**src/rtl/muldiv_unit_if.sv**
```systemverilog
// rtl/muldiv_unit_if.sv - request/write-back bundle between the issue stage and muldiv_unit
//
// Purpose: groups the operand request signals and the write-back signals of
// the iterative multiply/divide unit.
// Ports (as interface members):
//   start_in, op_in[2:0], rs1_data_in[W-1:0], rs2_data_in[W-1:0], rd_in[4:0],
//   flush_in                       - driven by the requester (master)
//   busy_out, done_out, write_en_out, rd_out[4:0], result_out[W-1:0]
//                                  - driven by the unit (slave)
interface muldiv_unit_if #(
  parameter int REG_DATA_WIDTH_POW = 6
);
  localparam int W = 1 << REG_DATA_WIDTH_POW;

  logic         start_in;
  logic [2:0]   op_in;
  logic [W-1:0] rs1_data_in;
  logic [W-1:0] rs2_data_in;
  logic [4:0]   rd_in;
  logic         flush_in;
  logic         busy_out;
  logic         done_out;
  logic         write_en_out;
  logic [4:0]   rd_out;
  logic [W-1:0] result_out;

  modport master (
    output start_in, op_in, rs1_data_in, rs2_data_in, rd_in, flush_in,
    input  busy_out, done_out, write_en_out, rd_out, result_out
  );

  modport slave (
    input  start_in, op_in, rs1_data_in, rs2_data_in, rd_in, flush_in,
    output busy_out, done_out, write_en_out, rd_out, result_out
  );
endinterface

```
**src/rtl/muldiv_unit.sv**
```systemverilog
// rtl/muldiv_unit.sv - iterative RV64M multiply/divide unit, one bit per cycle
//
// Purpose: executes MUL/MULH/MULHSU/MULHU/DIV/DIVU/REM/REMU with a shift-add
// multiplier (LSB first) and a restoring divider (MSB first), W steps each.
// Ports:
//   clk_in   - clock, rising edge
//   reset_n  - asynchronous active-low reset
//   bus      - muldiv_unit_if slave: request in, write-back out
module muldiv_unit #(
  parameter int REG_DATA_WIDTH_POW = 6
) (
  input  logic          clk_in,
  input  logic          reset_n,
  muldiv_unit_if.slave  bus
);
  localparam int W = 1 << REG_DATA_WIDTH_POW;

  localparam logic [1:0] S_IDLE = 2'd0;
  localparam logic [1:0] S_MUL  = 2'd1;
  localparam logic [1:0] S_DIV  = 2'd2;
  localparam logic [1:0] S_DONE = 2'd3;

  localparam logic [REG_DATA_WIDTH_POW-1:0] CNT_LAST = {REG_DATA_WIDTH_POW{1'b1}};
  localparam logic [W-1:0] SIGNED_MIN = {1'b1, {(W-1){1'b0}}};

  logic [1:0]                    state_q, state_d;
  logic [2:0]                    op_q, op_d;
  logic [4:0]                    rd_q, rd_d;
  logic [REG_DATA_WIDTH_POW-1:0] cnt_q, cnt_d;
  logic                          neg_q, neg_d;
  logic                          rem_neg_q, rem_neg_d;
  logic [W-1:0]                  opnd_q, opnd_d;   // multiplicand or divisor magnitude
  logic [2*W-1:0]                acc_q, acc_d;     // MUL: {partial sum, multiplier}; DIV: {remainder, dividend/quotient}
  logic [W-1:0]                  result_q, result_d;

  logic         a_signed, b_signed, a_neg, b_neg;
  logic [W-1:0] abs_a, abs_b;
  logic         div_zero, div_ovf;
  logic [W:0]   mul_sum;
  logic [2*W-1:0] mul_next, mul_final;
  logic [W:0]   div_trial;
  logic         div_fit;
  logic [W-1:0] div_rem;
  logic [2*W-1:0] div_next;
  logic [W-1:0] quot_final, rem_final;

  always_comb begin
    // MULHSU: only rs1 is signed; MUL is treated as signed (low half is sign-agnostic).
    a_signed = (bus.op_in == 3'd0) || (bus.op_in == 3'd1) || (bus.op_in == 3'd2) ||
               (bus.op_in == 3'd4) || (bus.op_in == 3'd6);
    b_signed = (bus.op_in == 3'd0) || (bus.op_in == 3'd1) ||
               (bus.op_in == 3'd4) || (bus.op_in == 3'd6);
    a_neg    = a_signed && bus.rs1_data_in[W-1];
    b_neg    = b_signed && bus.rs2_data_in[W-1];
    abs_a    = a_neg ? -bus.rs1_data_in : bus.rs1_data_in;
    abs_b    = b_neg ? -bus.rs2_data_in : bus.rs2_data_in;
    div_zero = (bus.rs2_data_in == '0);
    div_ovf  = !bus.op_in[0] && (bus.rs1_data_in == SIGNED_MIN) && (bus.rs2_data_in == '1);

    // Shift-add step: add multiplicand into the upper half when the current
    // multiplier bit is set, then shift the whole accumulator right by one.
    mul_sum   = {1'b0, acc_q[2*W-1:W]} + (acc_q[0] ? {1'b0, opnd_q} : {(W+1){1'b0}});
    mul_next  = {mul_sum, acc_q[W-1:1]};
    mul_final = neg_q ? -mul_next : mul_next;

    // Restoring step: shift the next dividend bit into the remainder and
    // subtract the divisor if it fits. The difference is < divisor, so W bits suffice.
    div_trial  = {acc_q[2*W-1:W], acc_q[W-1]};
    div_fit    = (div_trial >= {1'b0, opnd_q});
    div_rem    = div_fit ? (div_trial[W-1:0] - opnd_q) : div_trial[W-1:0];
    div_next   = {div_rem, acc_q[W-2:0], div_fit};
    quot_final = neg_q ? -div_next[W-1:0] : div_next[W-1:0];
    rem_final  = rem_neg_q ? -div_next[2*W-1:W] : div_next[2*W-1:W];
  end

  always_comb begin
    state_d   = state_q;
    op_d      = op_q;
    rd_d      = rd_q;
    cnt_d     = cnt_q;
    neg_d     = neg_q;
    rem_neg_d = rem_neg_q;
    opnd_d    = opnd_q;
    acc_d     = acc_q;
    result_d  = result_q;
    case (state_q)
      S_IDLE: begin
        if (bus.start_in && !bus.flush_in) begin
          op_d      = bus.op_in;
          rd_d      = bus.rd_in;
          cnt_d     = '0;
          neg_d     = a_neg ^ b_neg;
          rem_neg_d = a_neg;
          if (!bus.op_in[2]) begin
            opnd_d  = abs_a;
            acc_d   = {{W{1'b0}}, abs_b};
            state_d = S_MUL;
          end else if (div_zero || div_ovf) begin
            // op_in[1] selects remainder over quotient.
            if (bus.op_in[1]) result_d = div_zero ? bus.rs1_data_in : '0;
            else              result_d = div_zero ? '1 : bus.rs1_data_in;
            state_d = S_DONE;
          end else begin
            opnd_d  = abs_b;
            acc_d   = {{W{1'b0}}, abs_a};
            state_d = S_DIV;
          end
        end
      end
      S_MUL: begin
        if (bus.flush_in) begin
          state_d = S_IDLE;
        end else begin
          acc_d = mul_next;
          cnt_d = cnt_q + 1'b1;
          if (cnt_q == CNT_LAST) begin
            acc_d    = mul_final;
            result_d = (op_q == 3'd0) ? mul_final[W-1:0] : mul_final[2*W-1:W];
            state_d  = S_DONE;
          end
        end
      end
      S_DIV: begin
        if (bus.flush_in) begin
          state_d = S_IDLE;
        end else begin
          acc_d = div_next;
          cnt_d = cnt_q + 1'b1;
          if (cnt_q == CNT_LAST) begin
            result_d = op_q[1] ? rem_final : quot_final;
            state_d  = S_DONE;
          end
        end
      end
      default: state_d = S_IDLE;
    endcase
  end

  always_ff @(posedge clk_in or negedge reset_n) begin
    if (!reset_n) begin
      state_q   <= S_IDLE;
      op_q      <= '0;
      rd_q      <= '0;
      cnt_q     <= '0;
      neg_q     <= 1'b0;
      rem_neg_q <= 1'b0;
      opnd_q    <= '0;
      acc_q     <= '0;
      result_q  <= '0;
    end else begin
      state_q   <= state_d;
      op_q      <= op_d;
      rd_q      <= rd_d;
      cnt_q     <= cnt_d;
      neg_q     <= neg_d;
      rem_neg_q <= rem_neg_d;
      opnd_q    <= opnd_d;
      acc_q     <= acc_d;
      result_q  <= result_d;
    end
  end

  // A flush in the DONE cycle cancels the write-back combinationally.
  assign bus.busy_out     = (state_q != S_IDLE);
  assign bus.done_out     = (state_q == S_DONE) && !bus.flush_in;
  assign bus.write_en_out = bus.done_out && (rd_q != 5'd0);
  assign bus.rd_out       = rd_q;
  assign bus.result_out   = result_q;
endmodule

```
**src/flat_wrapper.sv**
```systemverilog
// flat-port wrapper written by rule: the top's interface ports become plain ports
module muldiv_unit_flat 
#(
  parameter int REG_DATA_WIDTH_POW = 6
)
  (clk_in, reset_n, bus_start_in, bus_op_in, bus_rs1_data_in, bus_rs2_data_in, bus_rd_in, bus_flush_in, bus_busy_out, bus_done_out, bus_write_en_out, bus_rd_out, bus_result_out);
  muldiv_unit_if #(.REG_DATA_WIDTH_POW(REG_DATA_WIDTH_POW)) bus_i ();
  input  logic clk_in;
  input  logic reset_n;
  input wire logic [$bits(bus_i.start_in)-1:0] bus_start_in;
  input wire logic [$bits(bus_i.op_in)-1:0] bus_op_in;
  input wire logic [$bits(bus_i.rs1_data_in)-1:0] bus_rs1_data_in;
  input wire logic [$bits(bus_i.rs2_data_in)-1:0] bus_rs2_data_in;
  input wire logic [$bits(bus_i.rd_in)-1:0] bus_rd_in;
  input wire logic [$bits(bus_i.flush_in)-1:0] bus_flush_in;
  output wire logic [$bits(bus_i.busy_out)-1:0] bus_busy_out;
  output wire logic [$bits(bus_i.done_out)-1:0] bus_done_out;
  output wire logic [$bits(bus_i.write_en_out)-1:0] bus_write_en_out;
  output wire logic [$bits(bus_i.rd_out)-1:0] bus_rd_out;
  output wire logic [$bits(bus_i.result_out)-1:0] bus_result_out;
  assign bus_i.start_in = bus_start_in;
  assign bus_i.op_in = bus_op_in;
  assign bus_i.rs1_data_in = bus_rs1_data_in;
  assign bus_i.rs2_data_in = bus_rs2_data_in;
  assign bus_i.rd_in = bus_rd_in;
  assign bus_i.flush_in = bus_flush_in;
  assign bus_busy_out = bus_i.busy_out;
  assign bus_done_out = bus_i.done_out;
  assign bus_write_en_out = bus_i.write_en_out;
  assign bus_rd_out = bus_i.rd_out;
  assign bus_result_out = bus_i.result_out;
  muldiv_unit #(.REG_DATA_WIDTH_POW(REG_DATA_WIDTH_POW)) u_core (.clk_in(clk_in), .reset_n(reset_n), .bus(bus_i));
endmodule
```
**config.mk**
```make
export PLATFORM = sky130hd
export DESIGN_NAME = muldiv_unit_flat
export DESIGN_NICKNAME = d
export VERILOG_FILES = /design/src/rtl/muldiv_unit_if.sv /design/src/rtl/muldiv_unit.sv /design/src/flat_wrapper.sv
export SDC_FILE = /design/constraint.sdc
export NUM_CORES = 2
export LEC_CHECK = 0
export BUFFER_PORTS_ARGS = -buffer_cell sky130_fd_sc_hd__buf_2
export CORE_MARGIN = 5
export CORE_UTILIZATION = 50
export CTS_CLUSTER_DIAMETER = 120
export DETAILED_ROUTE_END_ITERATION = 8
export PLACE_DENSITY = 0.68
export RECOVER_POWER = 25
export SYNTH_ARGS = -nofsm -noshare
export SYNTH_HDL_FRONTEND = slang
export SYNTH_SLANG_ARGS = --single-unit
```
**constraint.sdc**
```tcl
create_clock -name clk_in -period 7.81 [get_ports clk_in]
set_clock_uncertainty 0.1 [all_clocks]
set_input_delay 0 -clock clk_in [delete_from_list [all_inputs] [get_ports clk_in]]
set_output_delay 0 -clock clk_in [all_outputs]
set_load 0.1 [all_outputs]
```
==> metrics.cfg <==
[synth]
synth_area_um2 = 37700
synth_nets = 5756
synth_commonest_cells = 724 x nand2_1, 640 x nor2_1, 549 x o21ai_0
synth.most_common_cell = nand2_1
syn_inst = 5474
yosys-top-cells-area = dfrtp_1 18%, o21ai_0 7.3%, nand2_1 7.2%
synth_edf_count = 0
ys_warn_count = 0
syn_avg_cell_area_um2 = 6.89
yosys.area.top_type_share_pct = 18.2
yosysUniqueCellTypes = 103
yosysSeqAreaShare_pct = 18.2
yosysTopAreaCell = dfrtp_1
synthArstFlopShare_pct = 100
ys.flop_type = dfrtp_1
ys_ff_latch = 274

[timing]
tightest_slew_ns = 4.86
finalCriticalPeriod_ns = 7.10
drv_slew = 142
period_share_pct = 90.9
hold_viol = 0
setup_viol = 0
maxSlewHeadroom_pct = -224
max_freq_mhz = 141
rsz0062_at_grt = no
tns_ns = 0

[status]
violations = max-capacitance violations, max-slew violations
status = complete, but fails checks

[setup_path]
ff2ff_path_depth = 18
critical_path_class = reg -> reg
cp-end-kind = flop
cp.arrival_ns = 7.44
crit_path_start_kind = flop
required_ns = 8.16
critPathMaxFanout = 8

[clock_tree]
cts_buffer_depth = 3
clock_sinks = 274
tritoncts = done
cts_resized = 0
cts.reportedPaths.clkPinSlew_ns = 0.06
cts_inserted_buffers = 38
htreeDepth = 2
clock_latency_ns = 0.59
cts-root-buf = clkbuf_16

[route]
drt_iter0_drc = 6335
vias = 44686
detail_route.drc_violations = 0
wl_per_cell_um = 28.5
drt-total-wl_mm = 187
first_pass_iters = 6
via_per_inst = 6.79
drtAntennaViolNets = 0

[power]
peakVddDrop_v = 0.000553
swShare_pct = 62.9
leakagePower_uw = 0.0173
p_int_uw = 8720
p_comb_share_pct = 78.5
total_power_uw = 23500
power_density_nw_per_um2 = 557
p_sw_uw = 14800
clockPowerShare_pct = 8.4
pwr-share-seq_pct = 13.1

[finish]
final_nets = 5858
fillCellCount = 7412
stdcell_count = 6580
drive_gt1_share_pct = 7.76
postLayoutCellArea_um2 = 42200
area.growth.synth_to_final_pct = 12.0

[placement]
placed_area_um2 = 39400
place_hpwl_mm = 144
gp_congestion = 1.07
io_buffer_count = 211
dp.cells = 6349

[global_routing]
grt_remaining_overflow = 0
grt_max_degree = 206
grt_use_total_pct = 43.8
grt_pass1_wl_mm = 272
grt_antenna_before_repair = 6
grt_pass1_vias = 40493

[job]
maxCapViolCount = 3

[min_path]
min_path_type = in -> reg
holdPathStages = 6

[floorplanning]
initial_core_util_pct = 50.5
rows = 100
io-pin-count = 212
die_h_um = 285
die_w_um = 285
die-area_um2 = 81000
coreArea_um2 = 74600

## layer usage
layer	share of wire (%)	GRT usage, %	vias to the layer above	wire length, um
li1	-	-	19998	-
met5	0	0	-	0
met1	40	60.1	21098	75200
met4	5.6	18.8	0	10500
met2	40	62.7	3078	75300
met3	14	14.8	512	26500
## power by group through the flow
stage,clock network [uW],registers (uW),logic [uW]
floorplan,0,3610,11200
global placement,0,3000,17500
detailed placement,0,3030,17400
CTS,1970,3010,17700
global route,2020,3130,19300
finish,1980,3090,18500
## critical path: stages, from the launching register on
cell	delay, ns
dfrtp_1	0.48
inv_1	0.17
ha_1	0.24
inv_1	0.07
fa_1	0.40
a21o_1	0.21
a221o_1	0.45
a221o_1	0.55
and2_1	0.30
nor2_1	0.42
a311oi_1	0.35
o41ai_1	1.23
nand2b_1	0.19
nor3b_1	0.49
nand3b_1	0.13
o41ai_1	0.66
xor2_1	0.14
a221oi_1	0.27
nor3_1	0.08
## flip-flops by register name, summed over array words and instances, names as in the netlist
register	flops
u_core.acc_q	128
u_core.neg_q	1
u_core.cnt_q	6
u_core.rem_neg_q	1
u_core.state_q	2
u_core.bus.result_out	64
u_core.opnd_q	64
u_core.bus.rd_out	5
u_core.op_q	3
## cell usage in the layout (no fill, tap or decap), drive strengths merged, types with 56 or more instances in the layout
cell type,synthesis,final
nor3,149,149
nand2,725,725
clkbuf,355,126
or3,96,96
or4,58,58
o31ai,101,101
nand4,81,81
nor4,58,58
dfrtp,274,274
o211ai,56,56
nand3,82,82
xor2,253,253
a221o,68,68
a21oi,415,415
dlygate4sd3,0,155
mux2i,56,56
o21ai,563,563
a211oi,57,57
maj3,62,62
xnor2,305,305
inv,122,121
a21o,70,70
ha,140,140
buf,67,257
nor2,641,641
## what timing repair did
action | CTS | global route
setup buffers | 0 | 0
hold buffers | 156 | 0
hold endpoints to repair | 228 | 0
## cells by family (layout without fill, tap and decap cells)
| logic type | after synthesis | after routing | synth area share (%) |
|---|---|---|---|
| AO/OA/AOI/OAI | 1698 | 1698 | 28.5 |
| AND/OR/NAND/NOR | 2112 | 2112 | 26.1 |
| flip-flops | 274 | 274 | 18.2 |
| adder cells (fa/ha/maj) | 204 | 204 | 6.40 |
| other | 0 | 5 | 0 |
| multiplexers | 81 | 81 | 2.26 |
| XOR/XNOR | 558 | 558 | 13.0 |
| buffers and inverters | 547 | 679 | 5.55 |
## metrics by stage
step	setup slack [ns]	hold WS [ns]	util, %
floorplan	0.990	-0.396	-
global placement	1.08	-0.0628	52.8
detailed placement	0.865	-0.0567	52.8
CTS	0.842	0.00300	56.8
global route	0.388	0.0746	56.6
finish	0.715	0.0225	56.6
## worst paths after layout
| check | slack (ns) | start | to |
|---|---|---|---|
| setup / recovery | 0.71 | u_core.acc_q[63] | u_core.bus.result_out[52] |
| hold / removal | 0.02 | bus_rs2_data_in[10] | u_core.acc_q[10] |
| setup reg to reg | 0.71 | u_core.acc_q[63] | u_core.bus.result_out[52] |
| hold reg to reg | 0.38 | u_core.opnd_q[53] | u_core.opnd_q[53] |
| max in group asynchronous | 1.45 | reset_n | u_core.neg_q |
| min in group asynchronous | 1.28 | reset_n | u_core.acc_q[40] |
## layout make-up
class / instances / area, um2 / area share [%]
well taps: 969 / 1210 / 2.87
flip-flops and latches: 274 / 6860 / 16.2
clock inverters: 16 / 214 / 0.507
repair buffers: 484 / 3450 / 8.18
inverters: 125 / 470 / 1.11
clock buffers: 54 / 1150 / 2.73
diodes: 5 / 12.5 / 0.0296
multi-input cells: 4653 / 28900 / 68.3
No activity file was read; power rests on OpenSTA's default activity.
